<file path="src/rtl/bsh_pkg.sv">
// Shared types and helpers for the pipelined barrel shifter.
package bsh_pkg;

  typedef enum logic [1:0] {
    BSH_ROR = 2'd0,
    BSH_ROL = 2'd1,
    BSH_SRL = 2'd2,
    BSH_SRA = 2'd3
  } bsh_op_t;

  // One pipeline stage per shift-amount bit.
  function automatic int unsigned bsh_stage_cnt(input int unsigned width);
    return unsigned'($clog2(width));
  endfunction

endpackage

</file>
<file path="src/rtl/bsh_stage.sv">
// One pipeline stage of the barrel shifter: conditional shift by STEP plus its register.
// Optional flags (carry/zero) are built when BSH_FLAGS_EN is defined.
module bsh_stage
  import bsh_pkg::*;
#(
  parameter int unsigned WIDTH = 32,
  parameter int unsigned STEP  = 1,
  parameter int unsigned TAG_W = 4,
  localparam int unsigned SHW  = bsh_stage_cnt(WIDTH)
) (
  input  logic             clk,
  input  logic             rst_n,
  input  logic             en_i,
  input  logic             valid_i,
  input  logic [WIDTH-1:0] word_i,
  input  logic [SHW-1:0]   amt_i,
  input  bsh_op_t          op_i,
  input  logic [TAG_W-1:0] tag_i,
  input  logic             sign_i,
`ifdef BSH_FLAGS_EN
  input  logic             carry_i,
  output logic             carry_o,
  output logic             zero_o,
`endif
  output logic             valid_o,
  output logic [WIDTH-1:0] word_o,
  output logic [SHW-1:0]   amt_o,
  output bsh_op_t          op_o,
  output logic [TAG_W-1:0] tag_o,
  output logic             sign_o
);

  // Amount bit that selects this stage's shift.
  localparam int unsigned AmtBit = unsigned'($clog2(STEP));

  logic [WIDTH-1:0] shifted;
  logic             carry_nxt;

  // Conditional shift by STEP; the carry tracks the last bit pushed out so far.
  always_comb begin
    shifted   = word_i;
    carry_nxt = 1'b0;
`ifdef BSH_FLAGS_EN
    carry_nxt = carry_i;
`endif
    if (amt_i[AmtBit]) begin
      unique case (op_i)
        BSH_ROR: shifted = (word_i >> STEP) | (word_i << (WIDTH - STEP));
        BSH_ROL: shifted = (word_i << STEP) | (word_i >> (WIDTH - STEP));
        BSH_SRL: shifted = word_i >> STEP;
        BSH_SRA: shifted = (word_i >> STEP) | (sign_i ? ~({WIDTH{1'b1}} >> STEP) : '0);
      endcase
      carry_nxt = (op_i == BSH_ROL) ? word_i[WIDTH-STEP] : word_i[STEP-1];
    end
  end

  // Stage register; holds everything while the pipe is stalled.
  always_ff @(posedge clk or negedge rst_n) begin
    if (!rst_n) begin
      valid_o <= 1'b0;
      word_o  <= '0;
      amt_o   <= '0;
      op_o    <= BSH_ROR;
      tag_o   <= '0;
      sign_o  <= 1'b0;
`ifdef BSH_FLAGS_EN
      carry_o <= 1'b0;
      zero_o  <= 1'b0;
`endif
    end else if (en_i) begin
      valid_o <= valid_i;
      word_o  <= shifted;
      amt_o   <= amt_i;
      op_o    <= op_i;
      tag_o   <= tag_i;
      sign_o  <= sign_i;
`ifdef BSH_FLAGS_EN
      carry_o <= carry_nxt;
      zero_o  <= (shifted == '0);
`endif
    end
  end

`ifndef BSH_FLAGS_EN
  logic unused_carry;
  assign unused_carry = carry_nxt;
`endif

endmodule

</file>
<file path="src/rtl/barrel_shift_pipe.sv">
// Pipelined barrel shifter (ROR/ROL/SRL/SRA) with valid/ready on both sides.
// Define BSH_FLAGS_EN to add the out_zero/out_carry result flags.
module barrel_shift_pipe
  import bsh_pkg::*;
#(
  parameter int unsigned WIDTH = 32,
  parameter int unsigned TAG_W = 4,
  localparam int unsigned SHW  = bsh_stage_cnt(WIDTH)
) (
  input  logic             clk,
  input  logic             rst_n,
  input  logic             in_valid,
  output logic             in_ready,
  input  logic [WIDTH-1:0] in_data,
  input  logic [SHW-1:0]   in_amt,
  input  logic [1:0]       in_op,
  input  logic [TAG_W-1:0] in_tag,
`ifdef BSH_FLAGS_EN
  output logic             out_zero,
  output logic             out_carry,
`endif
  output logic             out_valid,
  input  logic             out_ready,
  output logic [WIDTH-1:0] out_data,
  output logic [TAG_W-1:0] out_tag
);

  // Index 0 is the combinational input; index k+1 is the register of stage k.
  logic [SHW:0]             valid;
  logic [SHW:0][WIDTH-1:0]  word;
  logic [SHW:0][SHW-1:0]    amt;
  bsh_op_t                  op [SHW+1];
  logic [SHW:0][TAG_W-1:0]  tag;
  logic [SHW:0]             sign;
  logic                     advance;

  // Whole pipe moves together; it only stalls when the output slot is full and blocked.
  assign advance  = !valid[SHW] || out_ready;
  assign in_ready = advance;

  assign valid[0] = in_valid;
  assign word[0]  = in_data;
  assign amt[0]   = in_amt;
  assign op[0]    = bsh_op_t'(in_op);
  assign tag[0]   = in_tag;
  assign sign[0]  = in_data[WIDTH-1];

`ifdef BSH_FLAGS_EN
  logic [SHW:0]   carry;
  logic [SHW-1:0] zero;
  assign carry[0] = 1'b0;
`endif

  for (genvar k = 0; k < SHW; k++) begin : g_stage
    bsh_stage #(
      .WIDTH (WIDTH),
      .STEP  (1 << k),
      .TAG_W (TAG_W)
    ) u_stage (
      .clk     (clk),
      .rst_n   (rst_n),
      .en_i    (advance),
      .valid_i (valid[k]),
      .word_i  (word[k]),
      .amt_i   (amt[k]),
      .op_i    (op[k]),
      .tag_i   (tag[k]),
      .sign_i  (sign[k]),
`ifdef BSH_FLAGS_EN
      .carry_i (carry[k]),
      .carry_o (carry[k+1]),
      .zero_o  (zero[k]),
`endif
      .valid_o (valid[k+1]),
      .word_o  (word[k+1]),
      .amt_o   (amt[k+1]),
      .op_o    (op[k+1]),
      .tag_o   (tag[k+1]),
      .sign_o  (sign[k+1])
    );
  end

  assign out_valid = valid[SHW];
  assign out_data  = word[SHW];
  assign out_tag   = tag[SHW];

`ifdef BSH_FLAGS_EN
  assign out_carry = carry[SHW];
  assign out_zero  = zero[SHW-1];
  logic unused_zero;
  assign unused_zero = ^zero[SHW-2:0];
`endif

  // Control fields of the last stage have no consumer.
  logic unused_tail;
  assign unused_tail = ^{amt[SHW], sign[SHW], op[SHW]};

endmodule
</file>
<file path="config.mk">
export PLATFORM = sky130hd
export DESIGN_NAME = barrel_shift_pipe
export DESIGN_NICKNAME = d
export VERILOG_FILES = /design/src/rtl/bsh_pkg.sv /design/src/rtl/bsh_stage.sv /design/src/rtl/barrel_shift_pipe.sv
export SDC_FILE = /design/constraint.sdc
export NUM_CORES = 1
export LEC_CHECK = 0
export CAP_MARGIN = 20
export CELL_PAD_IN_SITES_DETAIL_PLACEMENT = 1
export CELL_PAD_IN_SITES_GLOBAL_PLACEMENT = 1
export CORE_ASPECT_RATIO = 0.75
export CORE_MARGIN = 2
export CORE_UTILIZATION = 31
export DETAILED_ROUTE_END_ITERATION = 12
export PLACE_DENSITY_LB_ADDON = 0.3
export SETUP_SLACK_MARGIN = 0.02
export SLEW_MARGIN = 10
export SYNTH_ARGS = -nofsm -noshare
export SYNTH_HDL_FRONTEND = slang
export SYNTH_HIERARCHICAL = 1
export SYNTH_SLANG_ARGS = --single-unit
</file>
<file path="constraint.sdc">
create_clock -name clk -period 3.74 [get_ports clk]
set_clock_uncertainty 0.05 [all_clocks]
set_input_delay 0.374 -clock clk [delete_from_list [all_inputs] [get_ports clk]]
set_output_delay 0.374 -clock clk [all_outputs]
set_load 0.05 [all_outputs]
</file>
==> qor.txt, run 1 <==
Syn_nets - 1046
Total Die Area - 36200 µm²
Fin. max-slew vios - 0
Mapped Area - 10800 µm²
Post-Route WL - 29800 µm
Die X-Extent - 219 µm
Clock-pin slew on the worst setup and hold paths - 0.06 ns
Fin. Hold Viols - 0
Largest net degree at the start of global routing - 172
Fin util - 36.5%
CP top delay family - buffers and inverters
GP Congestion - 0.741
Area grow syn2layout - 16.7%
Buffers on Ports - 84
Synth warnings - 6
# rows - 59
Setup TNS - 0 ns
Top Ports - 85
DP Cell Count - 1468
H-tree levels - 1
Syn avg cell area - 10.8 µm²
Non-filler cells, final - 1512
Via density - 5.23
Detail Placement HPWL - 19800 µm
Maximum vdd drop - 0.360 mV
Arr. time, crit path - 2.17 ns
Slowest cell on the critical path - clkdlybuf4s50_1
Worst slew margin - 30.4%
CTS buffer count - 23
Initial Utilization - 31.3%
Worst Max-Slew Pin Slew - 1.04 ns
Req. time, crit path - 3.32 ns
Antenna Cells - 0
Initial DRT Pass Iterations - 4
Unrepaired setup endpoints after global routing - false
Lkg Pwr - 0.00542 µW
Initial antenna violation count - 1
Post-CTS Resized - 0
Worst skew pair latency - 0.52 ns
Tcrit/Tclk final - 69.3%
Max_cap viols - 0
Status - complete, no violations
Initial DRC count - 349
Crit end category - primary output
Drt drc - 0
Tightest Hold Check Type - input port to flip-flop
Critical Path Fanout Max - 26
First-pass GRT wire length - 48300 µm
Post CTS Setup Buffer Count - 0
Slowest stage delay, CP - 0.92 ns
Share of cells above drive strength 1 - 11.4%
Tot Pwr - 11400 µW
Final Net Count - 1085
Core area - 34400 µm²
Clock Tree Root - clkbuf_16
CTS tree - built
Final antenna-violating net count - 0
Gr usage total - 16.8%
Buf/Inv on CP - 1
PD cells - 911 nW/µm²
Overflow after GRT - 0
Post-Syn Instances - 999
Via count - 7914
WS Path Type - flip-flop to primary output
Critical Path Source Type - flip-flop
# setup viols final - 0
Vias in the first global route - 8164
Die height - 165 µm
CP cell instances - nand2b_4 > clkdlybuf4s50_1
DR WL/cell - 19.7 µm
Num Clock Sinks - 207
Fmax - 386 MHz
Period minus WS final - 2.59 ns
Clock Tree Buf Depth - 3
[layer usage]
metal  GRT usage [%]  part of all wire, %  vias up  wire (µm)
met3            2.16                  3.5       30       1040
met2            25.3                   44      101      13200
met4            3.38                  1.7        0        517
li1                -                    -     3692          -
met1            25.6                   50     4091      15000
met5               0                    0        -          0
[flip-flops by register name, indices dropped and copies added (netlist names)]
signal                   cells
g_stage.u_stage/sign_o       4
g_stage.u_stage/word_o     160
g_stage.u_stage/amt_o       10
g_stage.u_stage/op_o         8
g_stage.u_stage/tag_o       20
g_stage.u_stage/valid_o      5
[worst paths after layout]
path                                                         from                                         to  slack [ns]  cells after the start
setup / recovery           g_stage[4].u_stage/valid_o$_DFFE_PN0P_                                   in_ready        1.15                      2
hold / removal                                          in_tag[1]    g_stage[0].u_stage/tag_o[1]$_DFFE_PN0P_        0.41                      2
setup reg to reg           g_stage[2].u_stage/op_o[0]$_DFFE_PN0P_  g_stage[3].u_stage/word_o[17]$_DFFE_PN0P_        1.60                      4
hold reg to reg            g_stage[3].u_stage/valid_o$_DFFE_PN0P_     g_stage[3].u_stage/valid_o$_DFFE_PN0P_        0.45                      1
max in group asynchronous                                   rst_n    g_stage[3].u_stage/tag_o[1]$_DFFE_PN0P_        2.21                      3
min in group asynchronous                                   rst_n  g_stage[0].u_stage/word_o[11]$_DFFE_PN0P_        0.44                      2
[layout make-up]
type | count | area [µm²]
fill | 3830 | 21900
sequential | 207 | 5180
multi-input combinational | 700 | 5040
timing repair buffer | 101 | 1020
clock buffer | 35 | 631
tap | 457 | 572
clock inverter | 7 | 91.3
inverter | 5 | 18.8
[worst reg2reg max path, delay by kind of cell (launching register included)]
kind	cells	cell delay, ns
AO/OA/AOI/OAI	1	0.10
buffers and inverters	1	0.37
flip-flops	1	0.82
multiplexers	1	0.22
AND/OR/NAND/NOR	1	0.44
[placed cells by master (no fill, tap or decap), types with 3 or more instances in the layout]
master,count
and2b_1,6
a221oi_1,12
mux2i_1,144
or2_0,10
a31oi_1,114
o21ai_0,45
o21ai_1,69
clkbuf_16,23
mux2_2,47
nand2_1,5
buf_4,13
nor2_1,76
dfrtp_1,207
clkdlybuf4s50_1,83
a21oi_1,16
clkinv_2,3
inv_1,4
nor2b_1,107
nand2b_1,18
clkbuf_1,11
a221oi_2,18
or2_1,4
[through the flow]
| stage | setup WS (ns) | cell area, µm² | hold slack [ns] |
|---|---|---|---|
| after floorplan | 1.38 | 10800 | 0.0284 |
| after global placement | 1.20 | 11800 | 0.436 |
| after detailed placement | 1.21 | 11800 | 0.442 |
| after CTS | 1.09 | 12500 | 0.392 |
| after global routing | 1.06 | 12500 | 0.409 |
| final | 1.15 | 12500 | 0.412 |
[power breakdown]
part	internal [µW]	switching (µW)
registers	3240	1210
clock network	1300	927
logic	2060	2700
total	6600	4830
[what timing repair did]
| item | in CTS | in global routing |
|---|---|---|
| setup endpoints to repair | 0 | 0 |
| endpoints found under the hold margin | 77 | 0 |
| hold buffers | 1 | 0 |
Note: power is estimated with default switching activity, not from simulation.
==> inputs of run 2 (changes only) <==
==> constraint.sdc (replaced) <==
create_clock -name clk -period 2.3 [get_ports clk]
set_clock_uncertainty 0.05 [all_clocks]
set_input_delay 0.23 -clock clk [delete_from_list [all_inputs] [get_ports clk]]
set_output_delay 0.23 -clock clk [all_outputs]
set_load 0.05 [all_outputs]
==> qor.txt, run 2 (synthesized netlist as in run 1, its figures left out) <==
Area after DPL - 12100 µm² (+2.8%)
Metal-1 WL - 15400 µm (+2.5%)
Drt drc - 0 (unchanged)
Highest metal used - met4
Biggest regs - g_stage.u_stage/word_o (160), g_stage.u_stage/tag_o (20), g_stage.u_stage/amt_o (10)
Maximum vdd drop - 0.543 mV (+51%)
CTS tree - built
Period minus WS final - 2.05 ns
Post-route cell area - 12900 µm² (+2.4%)
Non-filler cells, final - 1532 (+1.3%)
Top Ports - 85 (unchanged)
Critical Path Source Type - flip-flop
Die height - 165 µm (unchanged)
Biggest register - g_stage.u_stage/word_o
Via count - 8049 (+1.7%)
Multi-input logic area - 5040 µm² (unchanged)
Final hold slack - 0.231 ns (-0.182 ns)
WS Path Type - flip-flop to primary output
Tcrit/Tclk final - 89.1%
Crit path from - g_stage[4].u_stage/valid_o$_DFFE_PN0P_
Crit end category - primary output
Buf/Inv on CP - 1 (unchanged)
Via density - 5.25 (+0.38%)
Fin. max-slew vios - 0 (unchanged)
Status - complete, no violations
Initial Utilization - 31.3% (unchanged)
Total Die Area - 36200 µm² (unchanged)
Clock-pin slew on the worst setup and hold paths - 0.06 ns (about the same)
Routed wl met3 - 903 µm (-13%)
Largest net degree at the start of global routing - 82 (-52%)
Worst skew pair latency - 0.51 ns (about the same)
Worst Max-Slew Pin Slew - 0.883 ns (-0.161 ns)
Die X-Extent - 219 µm (unchanged)
Area grow syn2layout - 19.5%
Initial DRC count - 386 (+11%)
Post CTS Setup Buffer Count - 0 (unchanged)
CP top delay family - buffers and inverters
Antenna Cells - 0 (unchanged)
Slowest cell on the critical path - clkdlybuf4s50_1
Worst slew margin - 41.1% (+11 points)
Gr usage total - 16.9% (+0.11 points)
Tot Pwr - 18900 µW (+65%)
PD cells - 1470 nW/µm² (+61%)
CP cell instances - clkdlybuf4s50_1
CTS buffer count - 23 (unchanged)
DP Cell Count - 1492 (+1.6%)
Most frequent cells in the layout - dfrtp_1, mux2i_1, a31oi_1, nor2b_1, clkdlybuf4s50_1
Post-cts hold buffer count - 1 (unchanged)
Met2 wire length - 13500 µm (+2.0%)
Vias in the first global route - 8278 (+1.4%)
RR Startpoint - g_stage[2].u_stage/amt_o[3]$_DFFE_PN0P_
Overflow after GRT - 0 (unchanged)
DR WL/cell - 19.7 µm (+0.14%)
Num Clock Sinks - 207 (unchanged)
Detail Placement HPWL - 20300 µm (+2.5%)
Post-Route WL - 30200 µm (+1.5%)
Slowest stage delay, CP - 0.83 ns (-0.09 ns)
Req. time, crit path - 2.02 ns (-1.30 ns)
Max reg flops - 160 (unchanged)
Arr. time, crit path - 1.77 ns (-0.40 ns)
# rows - 59 (unchanged)
H-tree levels - 1 (unchanged)
Initial antenna violation count - 0 (-1)
Share of cells above drive strength 1 - 13.6% (+2.2 points)
# fillers - 3840 (+0.26%)
Post-CTS Resized - 0 (unchanged)
Lkg Pwr - 0.00559 µW (+3.1%)
GP Congestion - 0.737 (-0.50%)
Buffers on Ports - 84 (unchanged)
Unrepaired setup endpoints after global routing - false
Clock Tree Root - clkbuf_16
# setup viols final - 0 (unchanged)
Initial DRT Pass Iterations - 4 (unchanged)
Register Area - 5180 µm² (unchanged)
Fin. Hold Viols - 0 (unchanged)
Core area - 34400 µm² (unchanged)
Fmax - 488 MHz
Max_cap viols - 0 (unchanged)
First-pass GRT wire length - 48600 µm (+0.79%)
Tightest Hold Check Type - input port to async pin
Clock Tree Buf Depth - 3 (unchanged)
Critical Path Fanout Max - 3 (-88%)
Commonest non-fill, non-tap cell in the layout - dfrtp_1
Final antenna-violating net count - 0 (unchanged)
Final Net Count - 1109 (+2.2%)
Setup TNS - 0 ns (unchanged)
[run 2: metrics by stage]
stage	setup slack [ns]	utilization (%)
finish	0.251	37.4
detailed placement	0.267	35.2
global route	0.186	37.4
floorplan	0.218	-
global placement	0.360	35.2
CTS	0.206	37.3
[run 2: path summary, 6_finish.rpt]
| path | endpoint | slack, ns | cells after the start |
|---|---|---|---|
| min reg2reg | g_stage[3].u_stage/tag_o[0]$_DFFE_PN0P_ | 0.45 | 1 |
| min in group clk | g_stage[0].u_stage/tag_o[1]$_DFFE_PN0P_ | 0.29 | 2 |
| max in group asynchronous | g_stage[4].u_stage/word_o[2]$_DFFE_PN0P_ | 1.20 | 3 |
| min | g_stage[0].u_stage/word_o[14]$_DFFE_PN0P_ | 0.23 | 2 |
| max reg2reg | g_stage[3].u_stage/word_o[22]$_DFFE_PN0P_ | 0.55 | 3 |
| max | out_valid | 0.25 | 1 |
[run 2: where the power goes]
part | internal [µW] | switching (µW) | total, µW
clock network | 2040 | 1510 | 3540
registers | 5260 | 1950 | 7210
logic | 3600 | 4500 | 8100
[run 2: layer usage]
metal  up-vias  GRT usage [%]
met5         -              0
met4         0           3.19
met3        29           2.00
met2       104           26.4
met1      4171           25.2
li1       3745              -
[run 2: layout make-up]
class / instances / share of cell area (%)
Inverter: 5 / 0.146
Clock inverter: 6 / 0.448
Sequential cell: 207 / 40.3
Multi-Input combinational cell: 700 / 39.2
Tap cell: 457 / 4.45
Timing Repair Buffer: 125 / 10.5
Clock buffer: 32 / 4.98
